$ cat config.mk
export PLATFORM = sky130hd
export DESIGN_NAME = alu_seq
export DESIGN_NICKNAME = d
export VERILOG_FILES = /design/src/rtl/alu_pkg.sv /design/src/rtl/alu_mul_iter.sv /design/src/rtl/alu_seq.sv
export SDC_FILE = /design/constraint.sdc
export NUM_CORES = 1
export LEC_CHECK = 0
export BUFFER_PORTS_ARGS = -buffer_cell sky130_fd_sc_hd__buf_4
export CORE_MARGIN = 1.5
export CORE_UTILIZATION = 48
export DETAILED_ROUTE_END_ITERATION = 8
export GPL_ROUTABILITY_DRIVEN = 0
export PLACE_DENSITY_LB_ADDON = 0.15
export SYNTH_ARGS = -nofsm -noshare
export SYNTH_HDL_FRONTEND = slang
export SYNTH_SLANG_ARGS = --single-unit
$ cat constraint.sdc
create_clock -name clk -period 4.85 [get_ports clk]
set_input_delay 0.7275 -clock clk [delete_from_list [all_inputs] [get_ports clk]]
set_output_delay 0.7275 -clock clk [all_outputs]
set_load 0.03 [all_outputs]
$ cat src/rtl/alu_pkg.sv
// Shared types for the sequential ALU: opcode encoding, FSM states, first illegal opcode.
// Latency: n/a (types and constants only).
// Backpressure: n/a.
package alu_pkg;

  typedef enum logic [3:0] {
    OP_ADD  = 4'h0,
    OP_SUB  = 4'h1,
    OP_NOT  = 4'h2,
    OP_AND  = 4'h3,
    OP_OR   = 4'h4,
    OP_XOR  = 4'h5,
    OP_SLT  = 4'h6,
    OP_EQ   = 4'h7,
    OP_SLTU = 4'h8,
    OP_SLL  = 4'h9,
    OP_SRL  = 4'hA,
    OP_SRA  = 4'hB,
    OP_MUL  = 4'hC
  } alu_op_e;

  // Every code from here upward is rejected with err=1.
  localparam logic [3:0] OP_FIRST_ILLEGAL = 4'hD;

  typedef enum logic [1:0] {
    ST_IDLE = 2'd0,
    ST_BUSY = 2'd1,
    ST_DONE = 2'd2
  } alu_state_e;

endpackage

$ cat src/rtl/alu_mul_iter.sv
// Iterative unsigned shift-add multiplier, one partial product per step.
// Latency: WIDTH steps after start; done is high during the final step.
// Backpressure: none; the owner holds off start until the previous product is taken.
// Ports: clk, rst_n, start (load a/b), step (advance one bit), a, b,
//        done (this step is the last), product (accumulator after this step).
module alu_mul_iter #(
  parameter int WIDTH = 8
) (
  input  logic                 clk,
  input  logic                 rst_n,
  input  logic                 start,
  input  logic                 step,
  input  logic [WIDTH-1:0]     a,
  input  logic [WIDTH-1:0]     b,
  output logic                 done,
  output logic [2*WIDTH-1:0]   product
);
  import alu_pkg::*;

  localparam int SHW = $clog2(WIDTH);

  logic [2*WIDTH-1:0] mcand;
  logic [WIDTH-1:0]   mplier;
  logic [2*WIDTH-1:0] acc;
  logic [SHW-1:0]     cnt;

  // Looks one step ahead so the owner can register the full product on the
  // same edge that retires the last bit.
  assign product = acc + (mplier[0] ? mcand : '0);
  assign done    = step && (cnt == SHW'(WIDTH-1));

  always_ff @(posedge clk or negedge rst_n) begin
    if (!rst_n) begin
      mcand  <= '0;
      mplier <= '0;
      acc    <= '0;
      cnt    <= '0;
    end else if (start) begin
      mcand  <= {{WIDTH{1'b0}}, a};
      mplier <= b;
      acc    <= '0;
      cnt    <= '0;
    end else if (step) begin
      acc    <= product;
      mcand  <= mcand << 1;
      mplier <= mplier >> 1;
      cnt    <= cnt + 1'b1;  // wraps to 0 after WIDTH-1 (WIDTH is a power of two)
    end
  end

endmodule

$ cat src/rtl/alu_seq.sv
// Handshaked ALU: registers a result plus zf/nf/cf/of/err per accepted op; MUL is iterative.
// Latency: 1 cycle for single-cycle ops, WIDTH+1 edges for MUL.
// Backpressure: result held in DONE until out_ready; a new op may be accepted on the consuming edge.
// Ports: clk, rst_n, in_valid/in_ready/in_a/in_b/in_op (request),
//        out_valid/out_ready/out_res/out_zf/out_nf/out_cf/out_of/out_err (response).
module alu_seq #(
  parameter int WIDTH = 8
) (
  input  logic             clk,
  input  logic             rst_n,
  input  logic             in_valid,
  output logic             in_ready,
  input  logic [WIDTH-1:0] in_a,
  input  logic [WIDTH-1:0] in_b,
  input  logic [3:0]       in_op,
  output logic             out_valid,
  input  logic             out_ready,
  output logic [WIDTH-1:0] out_res,
  output logic             out_zf,
  output logic             out_nf,
  output logic             out_cf,
  output logic             out_of,
  output logic             out_err
);
  import alu_pkg::*;

  localparam int SHW = $clog2(WIDTH);

  alu_state_e         state, state_nxt;
  alu_op_e            op;
  logic               accept;
  logic               is_mul;
  logic               mul_done;
  logic [2*WIDTH-1:0] mul_prod;

  logic               sub;
  logic [WIDTH-1:0]   b_x;
  logic [WIDTH:0]     sum;
  logic [SHW-1:0]     sh;
  logic [WIDTH-1:0]   r_res;
  logic               r_zf, r_nf, r_cf, r_of, r_err;

  assign op     = alu_op_e'(in_op);
  assign is_mul = (op == OP_MUL);
  assign accept = in_valid && in_ready;

  alu_mul_iter #(.WIDTH(WIDTH)) u_mul (
    .clk     (clk),
    .rst_n   (rst_n),
    .start   (accept && is_mul),
    .step    (state == ST_BUSY),
    .a       (in_a),
    .b       (in_b),
    .done    (mul_done),
    .product (mul_prod)
  );

  // State register
  always_ff @(posedge clk or negedge rst_n) begin
    if (!rst_n) state <= ST_IDLE;
    else        state <= state_nxt;
  end

  // Next-state logic
  always_comb begin
    state_nxt = state;
    case (state)
      ST_IDLE: if (accept) state_nxt = is_mul ? ST_BUSY : ST_DONE;
      ST_BUSY: if (mul_done) state_nxt = ST_DONE;
      ST_DONE: begin
        if (out_ready) begin
          if (accept) state_nxt = is_mul ? ST_BUSY : ST_DONE;
          else        state_nxt = ST_IDLE;
        end
      end
      default: state_nxt = ST_IDLE;
    endcase
  end

  // FSM outputs; in_ready looks at out_ready so a consumed result frees the slot in the same cycle.
  always_comb begin
    in_ready  = (state == ST_IDLE) || ((state == ST_DONE) && out_ready);
    out_valid = (state == ST_DONE);
  end

  // Single-cycle datapath, evaluated on the operands being accepted this cycle.
  always_comb begin
    sub   = (op == OP_SUB);
    b_x   = in_b ^ {WIDTH{sub}};
    sum   = {1'b0, in_a} + {1'b0, b_x} + {{WIDTH{1'b0}}, sub};
    sh    = in_b[SHW-1:0];
    r_res = '0;
    r_cf  = 1'b0;
    r_of  = 1'b0;
    r_err = (in_op >= OP_FIRST_ILLEGAL);
    case (op)
      OP_ADD, OP_SUB: begin
        r_res = sum[WIDTH-1:0];
        r_cf  = sum[WIDTH];
        r_of  = (in_a[WIDTH-1] == b_x[WIDTH-1]) && (sum[WIDTH-1] != in_a[WIDTH-1]);
      end
      OP_NOT:  r_res = ~in_a;
      OP_AND:  r_res = in_a & in_b;
      OP_OR:   r_res = in_a | in_b;
      OP_XOR:  r_res = in_a ^ in_b;
      OP_SLT:  r_res = {{(WIDTH-1){1'b0}}, ($signed(in_a) < $signed(in_b))};
      OP_EQ:   r_res = {{(WIDTH-1){1'b0}}, (in_a == in_b)};
      OP_SLTU: r_res = {{(WIDTH-1){1'b0}}, (in_a < in_b)};
      OP_SLL:  r_res = in_a << sh;
      OP_SRL:  r_res = in_a >> sh;
      OP_SRA:  r_res = $signed(in_a) >>> sh;
      default: r_res = '0;  // MUL goes through the multiplier; illegal codes stay 0
    endcase
    r_zf = !r_err && (r_res == '0);
    r_nf = !r_err && r_res[WIDTH-1];
  end

  // Output registers: loaded on a single-cycle accept or on the final MUL step (never both).
  always_ff @(posedge clk or negedge rst_n) begin
    if (!rst_n) begin
      out_res <= '0;
      out_zf  <= 1'b0;
      out_nf  <= 1'b0;
      out_cf  <= 1'b0;
      out_of  <= 1'b0;
      out_err <= 1'b0;
    end else if (accept && !is_mul) begin
      out_res <= r_res;
      out_zf  <= r_zf;
      out_nf  <= r_nf;
      out_cf  <= r_cf;
      out_of  <= r_of;
      out_err <= r_err;
    end else if (mul_done) begin
      out_res <= mul_prod[WIDTH-1:0];
      out_zf  <= (mul_prod[WIDTH-1:0] == '0);
      out_nf  <= mul_prod[WIDTH-1];
      out_cf  <= 1'b0;
      out_of  <= |mul_prod[2*WIDTH-1:WIDTH];
      out_err <= 1'b0;
    end
  end

endmodule

# Word level (Yosys, flattened, before mapping)
# Index checks and enable logic that the tools add are counted.
# word_totals
reg_bits	58
out_inout_bits	15
in_bits	24
elab_cells	96
# op_classes
n_shift	3
n_bitwise	5
n_addsub	4
reduce_logical	20
n_eq_ne	21
mux	29
magnitude_cmp	3
# op_table
op	count
case mux 8 bit (11 select lines)	1
two-way mux 16 bit	5
two-way mux 8 bit	4
equality test 4 bit, second input constant	5
adder 16 bit	1
equality test 4 x 3 -> 1 bit, second input constant	4
logical NOT 8 bit	2
less-than comparator 8 bit	2
bitwise XOR 8 bit	2
two-way mux 1 bit	11
two-way mux 2 bit	5
adder 8 x 8 -> 9 bit	1
adder 9 x 1 -> 9 bit	1
AND 8 bit	1
equality test 4 x 2 -> 1 bit, second input constant	2
equality test 8 bit	1
logical AND 1 bit	8
inverter 8 bit	1
OR 8 bit	1
OR reduction 8 bit	1
left shift 8 x 3 -> 8 bit	1
>> shifter 8 x 3 -> 8 bit	1
>>> shifter 8 x 3 -> 8 bit	1
two-way mux 3 bit	2
18 further kinds	21

# Depth between registers and ports, before layout
# depth
depth_word	8
ltp_mapped	14
depth_no_buf	10

# Cells and area by module
# Synthesis repeated with hierarchy kept, for this count alone.
# hier_totals
hier_cells	648
hier_area_um2	5514.0
# modules_own_cells
mod	instances	seq_area_each_um2	cells_each	area_each_um2
alu_mul_iter	1	1076.0	301	2830.2
alu_seq	1	375.4	347	2683.8

# Worst setup path after synthesis
# No wires, ideal clock.
# synth_timing
path_kind	input-to-reg
start	input in_op[0]
end	register out_zf
t_required_ps	4774
slack_ps	944
n_path_buf	4
setup_time_ps	76
cell_stages	14
t_arrival_ps	3829
path_cell_list	clkbuf_1 buf_2 buf_2 nor4b_1 clkbuf_1 xnor2_1 fa_1 a21o_1 a21oi_1 xnor2_1 a2111o_1 nor4_2 nand4_1 o21ai_1
# synth_via
elab_chain_len	8
word_cells_on_any_way	26
cone_classes	add/sub: 2; order compare: 1; eq/ne: 12; mux: 2; bitwise: 1; reduce/logical: 8
# synth_lines
element	line	rtl
start: declaration	alu_seq.sv:15	input logic [3:0] in_op,
equality test 4 x 1 -> 1 bit	alu_seq.sv:88, alu_seq.sv:96	
bitwise XOR 8 bit	alu_seq.sv:89	b_x = in_b ^ {WIDTH{sub}};
adder 8 x 8 -> 9 bit	alu_seq.sv:90	sum = {1'b0, in_a} + {1'b0, b_x} + {{WIDTH{1'b0}}, sub};
adder 9 x 1 -> 9 bit	alu_seq.sv:90	
case mux 8 bit (11 select lines)	alu_seq.sv:96	case (op)
logical NOT 8 bit	alu_seq.sv:114	r_zf = !r_err && (r_res == '0);
logical AND 1 bit	alu_seq.sv:114	
two-way mux 1 bit	alu_seq.sv:127	end else if (accept && !is_mul) begin
end signal: assignment	alu_seq.sv:129	out_zf <= r_zf;
end signal: assignment	alu_seq.sv:136	out_zf <= (mul_prod[WIDTH-1:0] == '0);
end: declaration	alu_seq.sv:19	output logic out_zf,
# Several ways; a longest one is shown, not always the timed one.
# A chain may end at the register's enable or synchronous reset.

# Final worst setup path
# Same ends and word-level chain as after synthesis.

==> impl_metrics.csv <==
group,metric,value,unit
global_route,grt_pass1_wl,24700,um
setup_path,cp_max_fo,35,
route,routedWlPerCell,18.9,um
synth,synth.avg_cell_area,8.31,um2
cts,clk_latency,0.35,ns
global_route,antenna_found_initial,0,
synth,ys_seq_area_share,27.1,%
synth,syn-num-nets,721,
cts,clkSinkCount,58,
cts,cts_buffers,9,
floorplan,core,0.0109,mm2
sta,setup_viol,0,
sta,max_clock_freq,302,MHz
synth,synth_flop_cell,"dfrtp_1",
route,drtAntennaViolNets,0,
cts,clockRootBuffer,"clkbuf_8",
route,vias,5059,
synth,synth_cell_types,72,
synth,synth_warnings,0,
synth,syn-instance-count,646,
floorplan,start_util,49.3,%
global_route,grt_overflow,0,
synth,synth_seq_cells,58,
floorplan,die_h,109,um
floorplan,die_w,109,um
route,highest_layer,"met4",
route,routed-wl-met2,6740,um
sta,fin_skew,0.00652,ns
route,drc,0,
synth,synthMostInstantiatedCell,"nand2_1",
route,dr.pass1.iters,5,
run,max_cap_viol_count,0,
setup_path,startpoint_type,"input port",
cts,hold_buffers,0,
sta,fin_crit,3.31,ns
global_route,gr-usage-all-layers,27.2,%
cts,clkTransAtPathRegs,0.07,ns
sta,fin_crit_sh,68.3,%
floorplan,row_count,38,
sta,drv_slew,0,
min_path,hold_path_class,"in2async",
route,drt-initial-drc-count,486,
synth,synthArstFlopShare,100,%
power_and_ir_drop,p_per_area,386,mW/mm2
setup_path,worstSetupEndpointType,"flop",
synth,yosysTopAreaCell,"dfrtp_1",
cts,cts-resized-gates,0,
global_route,grt_max_degree,59,
synth,synth_commonest_cells,"nand2_1 (92), dfrtp_1 (58), ha_1 (49)",
route,wl,15200,um
synth,yosys-top-cells-area,"dfrtp_1 (27%), ha_1 (11%), nand2_1 (6.4%)",
sta,tightest_slew,1.05,ns
placed_design,dp_hpwl,11000,um
synth,synth-edff-count,0,
sta,setup_slack,1.54,ns
placed_design,place_ws,1.24,ns
setup_path,cp.required,5.13,ns
placed_design,port_buffers,38,
floorplan,ios,39,
setup_path,critPathKind,"in2reg",
cts,tritoncts,"done",
final_layout,final_layout_size_suffix_gt1_share,10.8,%
power_and_ir_drop,ir_drop,0.000228,V
placed_design,place_area,0.00570,mm2
setup_path,arrival,3.60,ns
final_layout,postLayoutCellArea,0.00587,mm2
status,status,"complete, no violations",
cts,post_cts.repair.setup_buffers,0,
sta,finalSetupTns,0,ns
final_layout,area_growth,9.38,%
sta,holdWs,0.436,ns
sta,rsz0062_at_grt,"no",
power_and_ir_drop,p_leak,0.00268,uW
final_layout,final_util,53.9,%
sta,slew_headroom,29.7,%
synth,synth_top_area_share,27.1,%
cts,clk_path_buf_depth,2,
floorplan,dieArea,0.0118,mm2
route,via_per_inst,6.29,
cts,htree_num_levels,3,
synth,synthesis.area,0.00537,mm2
global_route,first_global_vias,4711,
sta,finalHoldViolations,0,
final_layout,nets,735,
route,route.met3.wl,1170,um
final_layout,antenna_cells,0,
route,wl_met1,7020,um
## final cells by class
class                   count  area [um2]
well taps                 140         175
multi-input cells         522        3650
inverters                  26        97.6
clock buffers              12         155
fillers                  1007        5020
flip-flops and latches     58        1450
clock inverters             3        15.0
repair buffers             43         323
## worst max-delay path: stages
cell and delay [ns]:
buf_4 0.28, nor4b_2 0.27, buf_4 0.21, xnor2_1 0.12
fa_1 0.45, a21o_1 0.18, a21oi_1 0.38, xnor2_1 0.14
a2111o_1 0.43, nor4_2 0.14, nand4_1 0.12, o21ai_1 0.13
## metal layers
layer | GRT usage, % | vias to the layer above
li1 | - | 2412
met1 | 39.9 | 2423
met2 | 42.1 | 202
met3 | 3.89 | 22
met4 | 6.86 | 0
met5 | 0 | -
## per-stage QoR
| stage | cells | total power, uW |
|---|---|---|
| finish | 804 | 2260 |
| global route | 804 | 2440 |
| CTS | 804 | 2260 |
| floorplan | 646 | 1540 |
| global placement | 789 | 1820 |
| detailed placement | 789 | 1850 |
## layout by cell type (no fill, tap or decap), drive strengths merged, types with 9 or more instances in the layout
| master | synthesis | routed |
|---|---|---|
| dfrtp | 58 | 58 |
| o21ai | 48 | 48 |
| a21oi | 39 | 39 |
| and2 | 20 | 20 |
| a31oi | 12 | 12 |
| nor2 | 30 | 30 |
| mux4 | 10 | 10 |
| a22oi | 11 | 11 |
| ha | 49 | 49 |
| nor3 | 13 | 13 |
| inv | 25 | 25 |
| nand2b | 12 | 12 |
| nand2 | 92 | 92 |
| xnor2 | 17 | 17 |
| buf | 10 | 43 |
| clkbuf | 30 | 12 |
| nor2b | 9 | 9 |
| nand3 | 21 | 21 |
## path summary, 6_finish.rpt
| check | slack (ns) | cells past startpoint | startpoint | to |
|---|---|---|---|---|
| min | 0.44 | 1 | rst_n | out_res[5] |
| max in group asynchronous | 3.92 | 1 | rst_n | u_mul.mcand[14] |
| min reg2reg | 0.48 | 2 | u_mul.mplier[1] | u_mul.mplier[1] |
| max | 1.54 | 12 | in_op[0] | out_zf |
| min in group clk | 0.48 | 2 | u_mul.mplier[1] | u_mul.mplier[1] |
| max reg2reg | 1.63 | 10 | u_mul.mplier[0] | out_of |
## kinds of logic (layout without fill, tap and decap cells)
kind of cell	count (synthesis)	after routing	share of synthesized area [%]
flip-flops	58	58	27.1
multiplexers	17	17	5.67
AO/OA/AOI/OAI	188	188	23.2
AND/OR/NAND/NOR	246	246	23.6
buffers and inverters	66	84	5.06
adder cells (fa/ha/maj)	51	51	12.2
XOR/XNOR	20	20	3.26
## registers in the layout (all words and copies together) (netlist names)
| register | flops |
|---|---|
| out_nf | 1 |
| u_mul.acc | 16 |
| out_of | 1 |
| out_zf | 1 |
| u_mul.cnt | 3 |
| out_err | 1 |
| out_res | 8 |
| u_mul.mcand | 16 |
| u_mul.mplier | 8 |
| state | 2 |
| out_cf | 1 |
## power breakdown
part	switching, uW	total (uW)	leakage, uW	internal [uW]
combinational	636	1060	0.00185	426
clock	194	402	0.0000920	208
sequential	135	799	0.000736	664
total	966	2260	0.00268	1300
(Power assumes the default switching activity.)
